[src/rtl/div_repsub_ctrl.sv]
// Sequential unsigned divider by repeated subtraction.
// FSM controller plus datapath (dividend/remainder A, divisor B, quotient Q).
// Both operands arrive on the shared data_in bus on the two cycles after start.
module div_repsub_ctrl #(
    parameter int WIDTH = 16
) (
    input  logic             clock,
    input  logic             reset_n,
    input  logic             start,
    input  logic [WIDTH-1:0] data_in,
    output logic [WIDTH-1:0] quotient,
    output logic [WIDTH-1:0] remainder,
    output logic             done,
    output logic             busy,
    output logic             div_by_zero
);

    typedef enum logic [2:0] {
        IDLE = 3'd0,
        LDA  = 3'd1,
        LDB  = 3'd2,
        CHK  = 3'd3,
        SUB  = 3'd4,
        DONE = 3'd5
    } state_t;

    state_t state, next_state;

    logic [WIDTH-1:0] reg_a;
    logic [WIDTH-1:0] reg_b;
    logic [WIDTH-1:0] reg_q;
    logic             dbz;

    logic             b_zero;
    logic             a_ge_b;
    logic [WIDTH-1:0] diff;

    // Status detects and subtractor; diff is only consumed when a_ge_b is set
    always_comb begin
        b_zero = (reg_b == '0);
        a_ge_b = (reg_a >= reg_b);
        diff   = reg_a - reg_b;
    end

    // State register
    always_ff @(posedge clock or negedge reset_n) begin
        if (!reset_n) begin
            state <= IDLE;
        end else begin
            state <= next_state;
        end
    end

    // Next-state logic and Moore decode of done/busy
    always_comb begin
        next_state = state;
        done       = 1'b0;
        busy       = 1'b0;
        case (state)
            IDLE: begin
                if (start) next_state = LDA;
            end
            LDA: begin
                busy       = 1'b1;
                next_state = LDB;
            end
            LDB: begin
                busy       = 1'b1;
                next_state = CHK;
            end
            CHK: begin
                busy       = 1'b1;
                next_state = b_zero ? DONE : SUB;
            end
            SUB: begin
                busy = 1'b1;
                if (!a_ge_b) next_state = DONE;
            end
            DONE: begin
                done = 1'b1;
                if (start) next_state = LDA;
            end
            default: next_state = IDLE;
        endcase
    end

    // Datapath registers, updated according to the current state
    always_ff @(posedge clock or negedge reset_n) begin
        if (!reset_n) begin
            reg_a <= '0;
            reg_b <= '0;
            reg_q <= '0;
            dbz   <= 1'b0;
        end else begin
            case (state)
                LDA: begin
                    reg_a <= data_in;
                end
                LDB: begin
                    reg_b <= data_in;
                    reg_q <= '0;
                    dbz   <= 1'b0;
                end
                CHK: begin
                    if (b_zero) begin
                        dbz   <= 1'b1;
                        reg_q <= '1;
                    end
                end
                SUB: begin
                    if (a_ge_b) begin
                        reg_a <= diff;
                        reg_q <= reg_q + WIDTH'(1);
                    end
                end
                DONE: begin
                    if (start) dbz <= 1'b0;
                end
                default: ;
            endcase
        end
    end

    // Outputs come straight from registers
    always_comb begin
        quotient    = reg_q;
        remainder   = reg_a;
        div_by_zero = dbz;
    end

endmodule

[config.mk]
export PLATFORM = sky130hd
export DESIGN_NAME = div_repsub_ctrl
export DESIGN_NICKNAME = d
export VERILOG_FILES = /design/src/rtl/div_repsub_ctrl.sv
export SDC_FILE = /design/constraint.sdc
export NUM_CORES = 1
export LEC_CHECK = 0
export CORE_AREA = 2 2 95 70
export CTS_BUF_LIST = sky130_fd_sc_hd__clkbuf_8 sky130_fd_sc_hd__clkbuf_16
export CTS_CLUSTER_DIAMETER = 100
export DETAILED_ROUTE_END_ITERATION = 12
export DIE_AREA = 0 0 97 72
export GPL_TIMING_DRIVEN = 0
export PLACE_DENSITY = 0.85
export SYNTH_ARGS = -nofsm -noshare
export SYNTH_HDL_FRONTEND = slang
export SYNTH_SLANG_ARGS = --single-unit
[constraint.sdc]
create_clock -name clock -period 6.9 [get_ports clock]
set_input_delay 2.07 -clock clock [delete_from_list [all_inputs] [get_ports clock]]
set_output_delay 2.07 -clock clock [all_outputs]
set_load 0.1 [all_outputs]
==> metrics <==
status finished, final reports clean; Syn Nets 451; core area 6036 µm²; cell taking the most area after synthesis dfrtp_1; row count 24; fmax 208.7 MHz; Setup crit end kind primary output; initial antenna violation count 0; DRC viols 0; Root Driver clkbuf_8; via count 3459; Min-Delay Path Class reg2reg; DR vias/cell 6.244; Die W 97 µm; max-cap viol count 0; first-pass GRT wire length 16.59 mm; main area contributors after synthesis dfrtp_1, ha_1, a21oi_1; crit share post-route 69.43%; worst path required time 4.83 ns; Overflow after GRT 0; Worst slew margin 33.56%; Final Critical Period 4.791 ns; Post-Synthesis Mean Instance Area 8.417 µm²; R2R Path Start remainder[7]; Fin. Hold Viols 0; Post-Synth XOR/XNOR Area 1.759%; Routed Antenna Nets 0; Worst-path clk slew 0.11 ns; n_diodes 0; GPL Wtd Cong 0.9464; Fill cells 486; Routed wire per std cell 18.31 µm; Max Fanout on Critical Path 10; Critical Path Source state[0]; I/O pin count 54; Worst Reg-to-Reg Cells 8; endpoints failing setup 0; Nets 512; CP max stage delay 1.14 ns; CP endpoint busy; final wirelength 10.14 mm; share of the synthesized area in the top cell type 37.34%; area share of fa/ha/maj cells after synthesis 6.679%; kind of cell adding the most delay to the critical path buffers and inverters; type of the worst setup path reg2out; postcts setup bufs 0; CTS resizes 0; DIE AREA 6984 µm²; vias in the first global route 3250; commonest non-fill, non-tap cells in the layout dfrtp_1, clkdlybuf4s50_1, nand2_1; cts bufs inserted 5; Final Max Slew Viols 0; H-tree depth 2; Most common cell on crit path clkbuf_1; dpl hpwl 7.411 mm; post-synthesis sequential area ratio 37.34%; Mapped Cells 414; largest net degree at the start of global routing 33; mux cell area share after synthesis 1.652%; Hold-fix buffers, CTS 0; Layout area overhead 21.65%; Slowest-stage cell, CP clkdlybuf4s50_1; drt pass-1 iters 8; synth warn 0; compound-cell area share of the yosys netlist 26.32%; CTS tree done; unrepaired setup endpoints after global routing false; worst-skew pair later-pin latency 0.31 ns; WP depth 5; port buffer count 53; worst r2r dst remainder[14]; initial core utilization 57.73%; hold path start remainder[2]; Bufs and invs on worst path 3; Simple-Gate Fraction of Synth Area 20.39%; ys async rst share 100.0%; Die H 72 µm; cells along the critical path clkbuf_1, clkbuf_1, nor2_1, xnor2_1, clkdlybuf4s50_1; Post-Syn Area 3485 µm²; most common flop cell mapped by yosys dfrtp_1; share of cells above drive strength 1 7.353%; First DRT Iteration DRCs 312; Max Root-Sink Buffers 2; synthesized flop and latch total 52; CP Data Arrival Time 2.72 ns; Unique masters post-synth 55; critical path launch point type flop; Worst-Margin Slew 0.9934 ns; gr usage total 29.74%; worst reg2reg setup slack 4.35 ns; clock skew 0.01446 ns; post-route setup TNS 0 ns; Post-synth EDFFs 0; main combinational cell family by area after synthesis compound AO/OA/AOI/OAI gates; CTS Sinks 52
-- sequential cells by signal (all words and copies together) (netlist names) --
signal	count
state	3
remainder	16
reg_b	16
div_by_zero	1
quotient	16
-- synth_stat cells (5+ instances only) --
master	count
dfrtp_1	52
nand2_1	44
a21oi_1	40
nor2_1	37
o21ai_0	30
inv_1	20
ha_1	17
o21a_1	17
nand3_1	15
a31oi_1	14
and3_1	12
clkbuf_1	12
nor3_1	12
nand4_1	6
o22a_1	6
nand2b_1	5
-- cell families after synthesis --
family	Yosys count
xor gates and xnor gates	7
DFF	52
and+or+nand+nor	148
adders and majority gates	18
buffers and inverters	43
AOI/OAI and AO/OA	141
muxes	5
-- worst min path at each step --
stage          cells past startpoint      endpoint  slack [ns]
4_1_cts                            1  remainder[2]        0.58
6_report                           1  remainder[2]        0.57
2_1_floorplan                      1      reg_b[0]        0.51
5_1_grt                            1  remainder[7]        0.60
3_3_place_gp                       1  quotient[10]        0.53
3_5_place_dp                       1  remainder[2]        0.54
-- worst register-to-register path, stage by stage, from the launching register on --
cell      delay, ns
dfrtp_1        0.43
ha_1           0.29
buf_2          0.18
a211o_1        0.31
a21oi_1        0.29
a21boi_0       0.20
a41o_1         0.28
o31ai_1        0.31
a31oi_1        0.13
-- layout make-up --
class | instances | area, µm² | share of cell area, %
multi-input cells | 319 | 1979 | 46.69
clock buffers | 5 | 68.82 | 1.623
repair buffers | 54 | 545.5 | 12.87
plain buffers | 22 | 125.1 | 2.952
inverters | 21 | 78.83 | 1.860
flip-flops and latches | 52 | 1301 | 30.70
well taps | 78 | 97.59 | 2.302
clock inverters | 3 | 42.54 | 1.004
-- per-stage QoR --
stage	cells	instance area (µm²)	setup WS (ns)	hold WS (ns)	utilization, %
finish	554	4239	2.109	0.5675	70.23
global route	554	4239	1.929	0.5973	70.23
CTS	554	4239	2.093	0.5753	70.23
detailed placement	546	4128	2.472	0.5406	68.39
global placement	545	4113	2.198	0.5327	68.14
floorplan	414	3485	2.352	0.5090	-
-- per-layer routing --
layer / GRT usage [%] / up-vias / part of all wire, %
met5: 0 / - / 0
met4: 6.416 / 0 / 1.3
met3: 8.189 / 12 / 9.4
met2: 43.29 / 154 / 42
met1: 44.72 / 1669 / 47
li1: - / 1624 / -
Power is left out: the tool's default activity adds up to more than one toggle a clock period on the data nets, which glitch-free logic cannot reach.
